File: src/rtl/npc_lsu_bridge.sv
// ---------------------------------------------------------------------------
// npc_lsu_bridge
//
// Handshaked load/store unit sitting between the MEM stage and the
// DRAM/peripheral bus. One request is in flight at a time. Each request is
// checked for alignment, launched onto the bus for one cycle, optionally
// waits a fixed read/write latency, and completes with a one-cycle response.
// Load data is lane-extracted and sign/zero extended.
//
// Ports:
//   clk, rst          core clock, asynchronous active-low reset
//   req_*             MEM stage request (valid/ready handshake)
//   resp_valid        one-cycle completion pulse
//   resp_rdata        extended load data (0 for stores/errors), held
//   resp_err          misaligned access or reserved size (with resp_valid)
//   busy              request accepted but response not yet given
//   perip_addr/mask   bus address and size code, held between accesses
//   perip_wen         write strobe, high for the single store launch cycle
//   perip_wdata       store data
//   perip_rdata       aligned word at perip_addr & ~3
// ---------------------------------------------------------------------------
module npc_lsu_bridge #(
  parameter int ADDR_W = 32,
  parameter int DATA_W = 32,
  parameter int RD_LAT = 1,
  parameter int WR_LAT = 0
) (
  input  logic              clk,
  input  logic              rst,
  input  logic              req_valid,
  output logic              req_ready,
  input  logic              req_wen,
  input  logic [1:0]        req_size,
  input  logic              req_unsigned,
  input  logic [ADDR_W-1:0] req_addr,
  input  logic [DATA_W-1:0] req_wdata,
  output logic              resp_valid,
  output logic [DATA_W-1:0] resp_rdata,
  output logic              resp_err,
  output logic              busy,
  output logic [ADDR_W-1:0] perip_addr,
  output logic              perip_wen,
  output logic [1:0]        perip_mask,
  output logic [DATA_W-1:0] perip_wdata,
  input  logic [DATA_W-1:0] perip_rdata
);

  // Elaboration-time parameter checks.
  if (DATA_W != 32) begin : g_bad_data_w
    $error("npc_lsu_bridge: DATA_W must be 32");
  end
  if (RD_LAT < 0 || RD_LAT > 7) begin : g_bad_rd_lat
    $error("npc_lsu_bridge: RD_LAT must be in 0..7");
  end
  if (WR_LAT < 0 || WR_LAT > 7) begin : g_bad_wr_lat
    $error("npc_lsu_bridge: WR_LAT must be in 0..7");
  end

  // Counter preload values: WAIT lasts exactly LAT cycles, ending on count 0.
  localparam logic [2:0] RD_CNT = 3'((RD_LAT > 0) ? RD_LAT - 1 : 0);
  localparam logic [2:0] WR_CNT = 3'((WR_LAT > 0) ? WR_LAT - 1 : 0);

  typedef enum logic [1:0] {
    IDLE   = 2'd0,
    ACCESS = 2'd1,
    WAIT   = 2'd2,
    RESP   = 2'd3
  } state_t;

  state_t      state_reg;
  logic [2:0]  cnt_reg;
  logic [1:0]  cap_lane_reg;
  logic [1:0]  cap_size_reg;
  logic        cap_wen_reg;
  logic        cap_uns_reg;

  // -------------------------------------------------------------------------
  // Request checking
  // -------------------------------------------------------------------------
  logic req_bad;
  always_comb begin
    req_bad = 1'b0;
    case (req_size)
      2'd1:    req_bad = req_addr[0];
      2'd2:    req_bad = (req_addr[1:0] != 2'b00);
      2'd3:    req_bad = 1'b1;
      default: req_bad = 1'b0;
    endcase
  end

  // -------------------------------------------------------------------------
  // Load lane extraction from the aligned bus word
  // -------------------------------------------------------------------------
  logic [7:0]  lane_byte [4];
  logic [15:0] lane_half [2];

  for (genvar gi = 0; gi < 4; gi++) begin : g_byte_lane
    assign lane_byte[gi] = perip_rdata[8*gi +: 8];
  end
  for (genvar gi = 0; gi < 2; gi++) begin : g_half_lane
    assign lane_half[gi] = perip_rdata[16*gi +: 16];
  end

  logic [7:0]        sel_byte;
  logic [15:0]       sel_half;
  logic [DATA_W-1:0] load_data;

  always_comb begin
    sel_byte  = lane_byte[cap_lane_reg];
    sel_half  = lane_half[cap_lane_reg[1]];
    load_data = perip_rdata;
    case (cap_size_reg)
      2'd0: load_data = cap_uns_reg ? {{(DATA_W-8){1'b0}}, sel_byte}
                                    : {{(DATA_W-8){sel_byte[7]}}, sel_byte};
      2'd1: load_data = cap_uns_reg ? {{(DATA_W-16){1'b0}}, sel_half}
                                    : {{(DATA_W-16){sel_half[15]}}, sel_half};
      default: load_data = perip_rdata;
    endcase
  end

  // Data placed on resp_rdata at completion: stores return zero.
  logic [DATA_W-1:0] done_data;
  assign done_data = cap_wen_reg ? '0 : load_data;

  // -------------------------------------------------------------------------
  // Control FSM. Everything the bus and the pipeline see is registered so the
  // async reset removes the write strobe immediately.
  // -------------------------------------------------------------------------
  always_ff @(posedge clk or negedge rst) begin
    if (!rst) begin
      state_reg    <= IDLE;
      cnt_reg      <= '0;
      cap_lane_reg <= '0;
      cap_size_reg <= '0;
      cap_wen_reg  <= 1'b0;
      cap_uns_reg  <= 1'b0;
      resp_valid   <= 1'b0;
      resp_err     <= 1'b0;
      resp_rdata   <= '0;
      perip_addr   <= '0;
      perip_wen    <= 1'b0;
      perip_mask   <= '0;
      perip_wdata  <= '0;
    end else begin
      // Single-cycle pulses default low.
      resp_valid <= 1'b0;
      resp_err   <= 1'b0;
      perip_wen  <= 1'b0;

      case (state_reg)
        IDLE: begin
          if (req_valid) begin
            cap_lane_reg <= req_addr[1:0];
            cap_size_reg <= req_size;
            cap_wen_reg  <= req_wen;
            cap_uns_reg  <= req_unsigned;
            if (req_bad) begin
              // Trapped requests never touch the bus.
              state_reg  <= RESP;
              resp_valid <= 1'b1;
              resp_err   <= 1'b1;
              resp_rdata <= '0;
            end else begin
              state_reg   <= ACCESS;
              perip_addr  <= req_addr;
              perip_mask  <= req_size;
              perip_wdata <= req_wdata;
              perip_wen   <= req_wen;
            end
          end
        end

        ACCESS: begin
          if (cap_wen_reg) begin
            if (WR_LAT > 0) begin
              cnt_reg   <= WR_CNT;
              state_reg <= WAIT;
            end else begin
              state_reg  <= RESP;
              resp_valid <= 1'b1;
              resp_rdata <= '0;
            end
          end else begin
            if (RD_LAT == 0) begin
              // Zero-latency bus: data is valid during the launch cycle.
              state_reg  <= RESP;
              resp_valid <= 1'b1;
              resp_rdata <= load_data;
            end else begin
              cnt_reg   <= RD_CNT;
              state_reg <= WAIT;
            end
          end
        end

        WAIT: begin
          if (cnt_reg == 3'd0) begin
            state_reg  <= RESP;
            resp_valid <= 1'b1;
            resp_rdata <= done_data;
          end else begin
            cnt_reg <= cnt_reg - 3'd1;
          end
        end

        RESP: begin
          state_reg <= IDLE;
        end

        default: begin
          state_reg <= IDLE;
        end
      endcase
    end
  end

  // Handshake status is a pure decode of the state register.
  assign req_ready = (state_reg == IDLE);
  assign busy      = (state_reg != IDLE);

endmodule

File: config.mk
export PLATFORM = sky130hd
export DESIGN_NAME = npc_lsu_bridge
export DESIGN_NICKNAME = d
export VERILOG_FILES = /design/src/rtl/npc_lsu_bridge.sv
export SDC_FILE = /design/constraint.sdc
export NUM_CORES = 1
export LEC_CHECK = 0
export BUFFER_PORTS_ARGS = -buffer_cell sky130_fd_sc_hd__buf_2
export CAP_MARGIN = 10
export CORE_MARGIN = 4
export CORE_UTILIZATION = 48
export DETAILED_ROUTE_END_ITERATION = 10
export PLACE_DENSITY_LB_ADDON = 0.1
export SYNTH_ARGS = -nofsm -noshare
export SYNTH_HDL_FRONTEND = slang
export SYNTH_SLANG_ARGS = --single-unit
export TNS_END_PERCENT = 20
File: constraint.sdc
create_clock -name clk -period 3.03 [get_ports clk]
set_clock_uncertainty 0.1 [all_clocks]
set_input_delay 0.303 -clock clk [delete_from_list [all_inputs] [get_ports clk]]
set_output_delay 0.303 -clock clk [all_outputs]
set_load 0.1 [all_outputs]
==> results of run 1 <==
==> kinds of logic after synthesis <==
kind of cell	Yosys count
and+or+nand+nor	63
AOI/OAI and AO/OA	66
adders and majority gates	6
buffers and inverters	39
DFF	112
muxes	96
==> per-layer routing <==
| metal | part of all wire | wire (µm) |
|---|---|---|
| met1 | 0.40 | 5030 |
| met2 | 0.50 | 6210 |
| met3 | 0.088 | 1100 |
| met4 | 0.013 | 165 |
| met5 | 0 | 0 |
==> synth_stat cells, types with 2 or more instances <==
library cell,instances
nor2_1,15
nand2b_1,10
o22ai_1,11
or3_1,2
buf_2,9
mux2_2,76
dfrtp_1,112
mux2i_1,19
nand2_1,20
clkbuf_1,9
a21o_1,2
inv_2,2
nor3_1,6
or4_1,2
o21ai_0,5
buf_1,2
nor2b_1,2
a21oi_1,7
nor4_1,3
o32ai_1,8
a32o_1,9
o31ai_1,3
inv_1,16
o2bb2ai_1,17
ha_1,6
==> how the worst max path moves through the flow <==
stage,start,end,cells after the start
5_1_grt,cnt_reg[0]$_DFFE_PN0P_,resp_rdata[7]$_DFFE_PN0P_,7
3_5_place_dp,cnt_reg[0]$_DFFE_PN0P_,resp_rdata[10]$_DFFE_PN0P_,6
2_1_floorplan,state_reg[0]$_DFFE_PN0P_,resp_rdata[12]$_DFFE_PN0P_,8
3_3_place_gp,cnt_reg[0]$_DFFE_PN0P_,resp_rdata[12]$_DFFE_PN0P_,6
6_report,cnt_reg[0]$_DFFE_PN0P_,resp_rdata[5]$_DFFE_PN0P_,7
4_1_cts,cnt_reg[0]$_DFFE_PN0P_,resp_rdata[14]$_DFFE_PN0P_,6
==> stage by stage <==
step,utilization,hold WS (ps)
finish,0.641,43.5
global route,0.640,26.0
CTS,0.640,27.2
detailed placement,0.619,244
global placement,0.619,239
floorplan,-,-92.6
==> final cells by class <==
class / instances / area [µm²]
clock buffers: 10 / 138
flip-flops and latches: 112 / 2800
inverters: 18 / 67.6
repair buffers: 213 / 1120
clock inverters: 5 / 62.6
well taps: 133 / 166
fillers: 807 / 3540
diodes: 1 / 2.50
multi-input cells: 231 / 1960
==> timing repair <==
| item | in CTS | in global routing |
|---|---|---|
| gates resized for setup | 0 | 1 |
| hold buffers | 1 | 0 |
| endpoints found under the hold margin | 44 | 0 |
| endpoints found under the setup margin | 0 | 6 |
==> flow_summary.ini, run 1 <==
[synthesis]
yosys.area_share.adder = 0.0152
synth_fp_nets = 491
avgSynthCellArea_um2 = 12.9
yosysTopAreaCell = dfrtp_1
synth_area_leaders = dfrtp_1 57%, mux2_2 17%, mux2i_1 3.9%
synth-seq-cells = 112
seq_area_frac_synth = 0.569
synth_xor_area_frac = 0
yosysTopAreaCellShare = 0.569
ys_warn_count = 0
synth_simple_gate_area_frac = 0.0610
ys.flop_type = dfrtp_1
synthArstFlopShare = 1.00
synth_top_family_by_area = multiplexers
syn_inst = 382
synth_compound_area_frac = 0.104
synth_area_um2 = 4920
synth.distinct_cells = 34
synth_edf_count = 0
synth_mux_area_frac = 0.217

[timing]
maxSlewHeadroom = 0.498
fin_crit_ps = 2640
worst_slack_ps = 392
fmax_mhz = 379
drv_slew = 0
setup_viol = 0
fin_crit_sh = 0.871
worst-slew-pin-transition_ps = 754
hold_viol = 0
rsz0062_at_grt = false
setup_tns_ps = 0

[clock_network]
post_cts_buffers = 0
cts_sinks = 112
clk_pin_slew_ps = 110
cts_buffers = 9
cts_tree = built
cts_max_level = 3
clockRootBuffer = clkbuf_8
clock_latency_ps = 380
cts_buffer_depth = 2

[die]
dieArea_um2 = 11900
row_count = 36
core_um2 = 9860
die_w_um = 109
start_util = 0.499
io_pins = 206
die_h_um = 109

[min_path]
hold_start = req_wdata[7]
hold_path_end = perip_wdata[7]$_DFFE_PN0P_
hp-class = primary input to flip-flop
hold_path_depth = 2

[grt]
track_usage = 0.208
use_met3 = 0.0586
antenna_found_initial = 0
grt_max_degree = 69
grt_use_met1 = 0.271
grt-ovfl-total = 0
grt_first_pass_wirelength_um = 19500
grt_use_met2 = 0.345
grt_pass1_vias = 3987
grt-busiest-layer = met2

[critical_path]
cp_slowest_cell = or4_1
crit_path_max_fanout = 25
worstPathCellList = inv_1 > ha_1 > nor2b_1 > o22ai_2 > or4_1 > buf_4 > o32ai_1
cp_top_family = simple AND/OR/NAND/NOR gates
crit_arrival_ps = 2820
worstRegToRegCells = 7
r2r-start = cnt_reg[0]$_DFFE_PN0P_
crit_path_max_incr_delay_ps = 510
path_class = flip-flop to flip-flop
start_kind = flip-flop
end_kind = flip-flop
cp.required_ps = 3210
crit_buf_inv = 2
r2r_end = resp_rdata[5]$_DFFE_PN0P_
r2r_slack_ps = 390

[place]
port_buffers = 205
place_ws_ps = 147
dp.final_hpwl_um = 9370
postPlaceCellArea_um2 = 6100
dp.cells = 706
place.gp.congestion = 0.812

[layout]
final_nets = 694
drive_above_1_share = 0.526
largestRegisters = perip_addr x32, perip_wdata x32, resp_rdata x32
area_growth_pct = 28.4
final_common_cell = buf_2
layout_common_cells = 204 x buf_2, 112 x dfrtp_1, 76 x mux2_2, 19 x nand2_1, 19 x mux2i_1
design_area_um2 = 6320
fin_cells = 723

[route]
drtAntennaViolNets = 0
drt-initial-drc-count = 148
drc_errors = 0
wl_per_cell_um = 17.3
drt-total-wl_um = 12500
viasPerCell = 5.32
num_vias = 3843
dr.pass1.iters = 5

[outcome]
outcome = complete, no violations

[job]
drv_cap = 0
Power of run 1 is left out: the tool's default activity adds up to more than one toggle a clock period on the data nets, which glitch-free logic cannot reach.
==> run 2, diff against run 1 <==
--- a/config.mk
+++ b/config.mk
@@ -11,6 +11,7 @@
 export CORE_UTILIZATION = 48
 export DETAILED_ROUTE_END_ITERATION = 10
 export PLACE_DENSITY_LB_ADDON = 0.1
+export RECOVER_POWER = 25
 export SYNTH_ARGS = -nofsm -noshare
 export SYNTH_HDL_FRONTEND = slang
 export SYNTH_SLANG_ARGS = --single-unit
==> run 2 against run 1 <==
Critical path depth unchanged. Worst hold slack about the same. Die area is the same. Non-clock buffer count did not move. Sequential share of layout area up 0.12 points. Clock-buffer cell count stayed put. Routed wire length is essentially flat. Worst setup slack improved by 4.0 ps. Register-to-register slack about the same.
==> flow_summary.ini, run 2 (synthesis gave the netlist of run 1 again) <==
[outcome]
outcome = complete, no violations

[critical_path]
cp_top_family = simple AND/OR/NAND/NOR gates
setup.worst_path.start = cnt_reg[0]$_DFFE_PN0P_
crit_arrival_ps = 2810
cp_slowest_cell = or4_1
worstPathCellList = inv_1 > ha_1 > nor2b_1 > o22ai_2 > or4_1 > buf_4 > o32ai_1
crit_path_max_fanout = 25
crit_buf_inv = 2
r2r-start = cnt_reg[0]$_DFFE_PN0P_
start_kind = flip-flop
path_class = flip-flop to flip-flop
cp.required_ps = 3210
end_kind = flip-flop
crit_path_max_incr_delay_ps = 510

[clock_network]
clock_latency_ps = 370
clk_pin_slew_ps = 110
cts_buffer_depth = 2
clockRootBuffer = clkbuf_8
cts_tree = built
cts_buffers = 9
cts_max_level = 3
cts_sinks = 112

[die]
start_util = 0.499
io_pins = 206
row_count = 36
die_w_um = 109
die_h_um = 109
dieArea_um2 = 11900
core_um2 = 9860

[place]
place.gp.congestion = 0.812
dp.final_hpwl_um = 9370
place_ws_ps = 147
port_buffers = 205

[grt]
grt_max_degree = 69
grt-ovfl-total = 0
grt_first_pass_wirelength_um = 19500
track_usage = 0.208
antenna_found_initial = 0
grt_pass1_vias = 3987

[job]
drv_cap = 0

[timing]
fin_hold_ws_ps = 44.0
fin_crit_sh = 0.869
fmax_mhz = 380
maxSlewHeadroom = 0.271
setup_viol = 0
hold_viol = 0
setup_tns_ps = 0
worst_slack_ps = 396
rsz0062_at_grt = false
fin_crit_ps = 2630
worst-slew-pin-transition_ps = 1090
drv_slew = 0

[route]
dr.pass1.iters = 4
num_vias = 3843
drt-total-wl_um = 12500
drtAntennaViolNets = 0
drt-initial-drc-count = 153
viasPerCell = 5.32
wl_per_cell_um = 17.3
drc_errors = 0

[layout]
final_nets = 694
drive_above_1_share = 0.526
antennaDiodeCount = 0
largestRegisters = perip_addr x32, perip_wdata x32, resp_rdata x32
area_growth_pct = 28.0
layout_common_cells = 204 x buf_2, 112 x dfrtp_1, 76 x mux2_2, 19 x nand2_1, 19 x mux2i_1
final_common_cell = buf_2

[min_path]
hold_start = req_wdata[7]
hp-class = primary input to flip-flop
run 2: worst register-to-register path, stage by stage, from the launching register on:
cell,delay [ps]
dfrtp_1,430
inv_1,100
ha_1,170
nor2b_1,440
o22ai_2,260
or4_1,510
buf_4,240
o32ai_1,300
run 2: per-stage QoR:
step | instances | util | instance area [µm²]
after floorplan | 382 | - | 4930
after global placement | 706 | 0.619 | 6100
after detailed placement | 706 | 0.619 | 6100
after CTS | 722 | 0.640 | 6310
after global routing | 722 | 0.639 | 6300
final | 722 | 0.639 | 6300
run 2: path summary, 6_finish.rpt:
kind | slack [ps] | end | cells after the start
max | 400 | resp_rdata[5]$_DFFE_PN0P_ | 7
min | 40 | perip_wdata[7]$_DFFE_PN0P_ | 2
max reg2reg | 400 | resp_rdata[5]$_DFFE_PN0P_ | 7
min reg2reg | 390 | resp_rdata[27]$_DFFE_PN0P_ | 1
max in group asynchronous | 710 | perip_mask[1]$_DFFE_PN0P_ | 3
min in group asynchronous | 560 | resp_rdata[4]$_DFFE_PN0P_ | 2
run 2: area by class of cell:
| cell class | instances | area, µm² |
|---|---|---|
| Clock buffer | 10 | 138 |
| Inverter | 18 | 67.6 |
| Tap cell | 133 | 166 |
| Timing Repair Buffer | 213 | 1100 |
| Multi-Input combinational cell | 231 | 1960 |
| Clock inverter | 5 | 62.6 |
| Fill cell | 811 | 3560 |
| Sequential cell | 112 | 2800 |
run 2: timing repair:
item,4_1_cts,5_1_grt
endpoints found under the setup margin,0,6
hold buffers,1,0
endpoints found under the hold margin,44,0
gates resized for setup,0,1
setup buffers,0,0
run 2: per-layer routing:
layer	vias to the layer above	GRT usage	share of wire
met5	-	0	0
met4	0	0.0516	0.013
met3	14	0.0586	0.084
met2	154	0.345	0.50
met1	1885	0.271	0.41
li1	1790	-	-
Power of run 2 is left out for the same reason.
==> run 3, diff against run 2 <==
--- a/config.mk
+++ b/config.mk
@@ -8,7 +8,7 @@
 export BUFFER_PORTS_ARGS = -buffer_cell sky130_fd_sc_hd__buf_2
 export CAP_MARGIN = 10
 export CORE_MARGIN = 4
-export CORE_UTILIZATION = 48
+export CORE_UTILIZATION = 52
 export DETAILED_ROUTE_END_ITERATION = 10
 export PLACE_DENSITY_LB_ADDON = 0.1
 export RECOVER_POWER = 25
==> constraint.sdc (replaced) <==
create_clock -name clk -period 3.3 [get_ports clk]
set_clock_uncertainty 0.1 [all_clocks]
set_input_delay 0.33 -clock clk [delete_from_list [all_inputs] [get_ports clk]]
set_output_delay 0.33 -clock clk [all_outputs]
set_load 0.1 [all_outputs]
==> run 3 against run 2 <==
Die area shrank 7.1%. Worst hold slack gained 39 ps. Global-route usage grew 1.6 points.
==> flow_summary.ini, run 3 (synthesis gave the netlist of run 1 again) <==
[timing]
fin_crit_sh = 0.894
setup_tns_ps = 0
worst-slew-pin-transition_ps = 1210
fin_crit_ps = 2950
worst_slack_ps = 351
drv_slew = 0
maxSlewHeadroom = 0.190
fmax_mhz = 339
setup_viol = 0
rsz0062_at_grt = false
hold_viol = 0

[layout]
layout_common_cells = 204 x buf_2, 112 x dfrtp_1, 76 x mux2_2, 19 x nand2_1, 19 x mux2i_1
antennaDiodeCount = 0
largestRegisters = perip_addr x32, perip_wdata x32, resp_rdata x32
final_common_cell = buf_2
area_growth_pct = 27.9
final_nets = 692
drive_above_1_share = 0.522

[clock_network]
clk_pin_slew_ps = 120
clockRootBuffer = clkbuf_8
cts_tree = built
post_cts_buffers = 0
cts_sinks = 112
cts_resized = 0
cts_buffers = 9
cts_buffer_depth = 2
cts_max_level = 3
clock_latency_ps = 360

[critical_path]
crit_path_max_fanout = 25
crit_arrival_ps = 3100
worstRegToRegCells = 6
setup.worst_path.start = cnt_reg[0]$_DFFE_PN0P_
crit_path_max_incr_delay_ps = 940
r2r_end = resp_rdata[2]$_DFFE_PN0P_
r2r_slack_ps = 350
start_kind = flip-flop
cp.required_ps = 3450
worstPathCellList = inv_1 > ha_1 > nor2b_1 > o22ai_2 > or4_1 > o32ai_1
r2r-start = cnt_reg[0]$_DFFE_PN0P_
cp_slowest_cell = or4_1
path_class = flip-flop to flip-flop
end_kind = flip-flop

[grt]
grt_pass1_vias = 3893
grt-ovfl-total = 0
grt_first_pass_wirelength_um = 19900
track_usage = 0.224
antenna_found_initial = 0
grt_max_degree = 67

[min_path]
hold_start = req_addr[14]
hold_path_end = perip_addr[14]$_DFFE_PN0P_
hold_path_depth = 2
hp-class = primary input to flip-flop

[route]
num_vias = 3802
viasPerCell = 5.30
drtAntennaViolNets = 0
drc_errors = 0
wl_per_cell_um = 17.1
drt-total-wl_um = 12300
dr.pass1.iters = 4
drt-initial-drc-count = 157

[place]
dp.final_hpwl_um = 9110
place.gp.congestion = 0.848
place_ws_ps = 430
port_buffers = 205

[die]
io_pins = 206
dieArea_um2 = 11100
die_w_um = 105
row_count = 35
core_um2 = 9240
start_util = 0.533
die_h_um = 105

[job]
drv_cap = 0

[outcome]
outcome = complete, no violations
run 3: how the worst max path moves through the flow:
stage / endpoint / slack, ps / depth (start not counted)
floorplan: resp_rdata[12]$_DFFE_PN0P_ / 250 / 8
global placement: resp_rdata[14]$_DFFE_PN0P_ / 540 / 6
detailed placement: resp_rdata[2]$_DFFE_PN0P_ / 430 / 6
CTS: resp_rdata[2]$_DFFE_PN0P_ / 360 / 6
global route: resp_rdata[6]$_DFFE_PN0P_ / 140 / 6
finish: resp_rdata[2]$_DFFE_PN0P_ / 350 / 6
run 3: critical path, delay by kind of cell, from the launching register on:
| kind | cells | cell delay (ps) |
|---|---|---|
| AND/OR/NAND/NOR | 2 | 1380 |
| flip-flops | 1 | 430 |
| adder cells (fa/ha/maj) | 1 | 160 |
| buffers and inverters | 1 | 100 |
| AO/OA/AOI/OAI | 2 | 670 |
run 3: timing repair:
| action | 4_1_cts | 5_1_grt |
|---|---|---|
| hold buffers | 1 | 0 |
| endpoints found under the setup margin | 0 | 0 |
| hold endpoints to repair | 48 | 0 |
run 3: final cells by class:
| type | count | area [µm²] |
|---|---|---|
| repair buffers | 211 | 1100 |
| multi-input cells | 231 | 1960 |
| clock buffers | 10 | 128 |
| clock inverters | 6 | 77.6 |
| well taps | 129 | 161 |
| fillers | 745 | 2940 |
| flip-flops and latches | 112 | 2800 |
| inverters | 18 | 67.6 |
run 3: stage by stage:
step / std cells / util / cell area, µm² / hold slack, ps
after floorplan: 382 / - / 4930 / -65.6
after global placement: 700 / 0.658 / 6080 / 278
after detailed placement: 700 / 0.658 / 6080 / 282
after CTS: 717 / 0.682 / 6300 / 66.6
after global routing: 717 / 0.681 / 6300 / 57.3
final: 717 / 0.681 / 6300 / 82.8
run 3: per-layer routing:
layer  vias up  wire [µm]  global-route usage
li1       1779          -                   -
met1      1845       5020               0.290
met2       164       5940               0.364
met3        14       1110              0.0655
met4         0        190              0.0722
met5         -          0                   0
Power of run 3 is left out for the same reason.
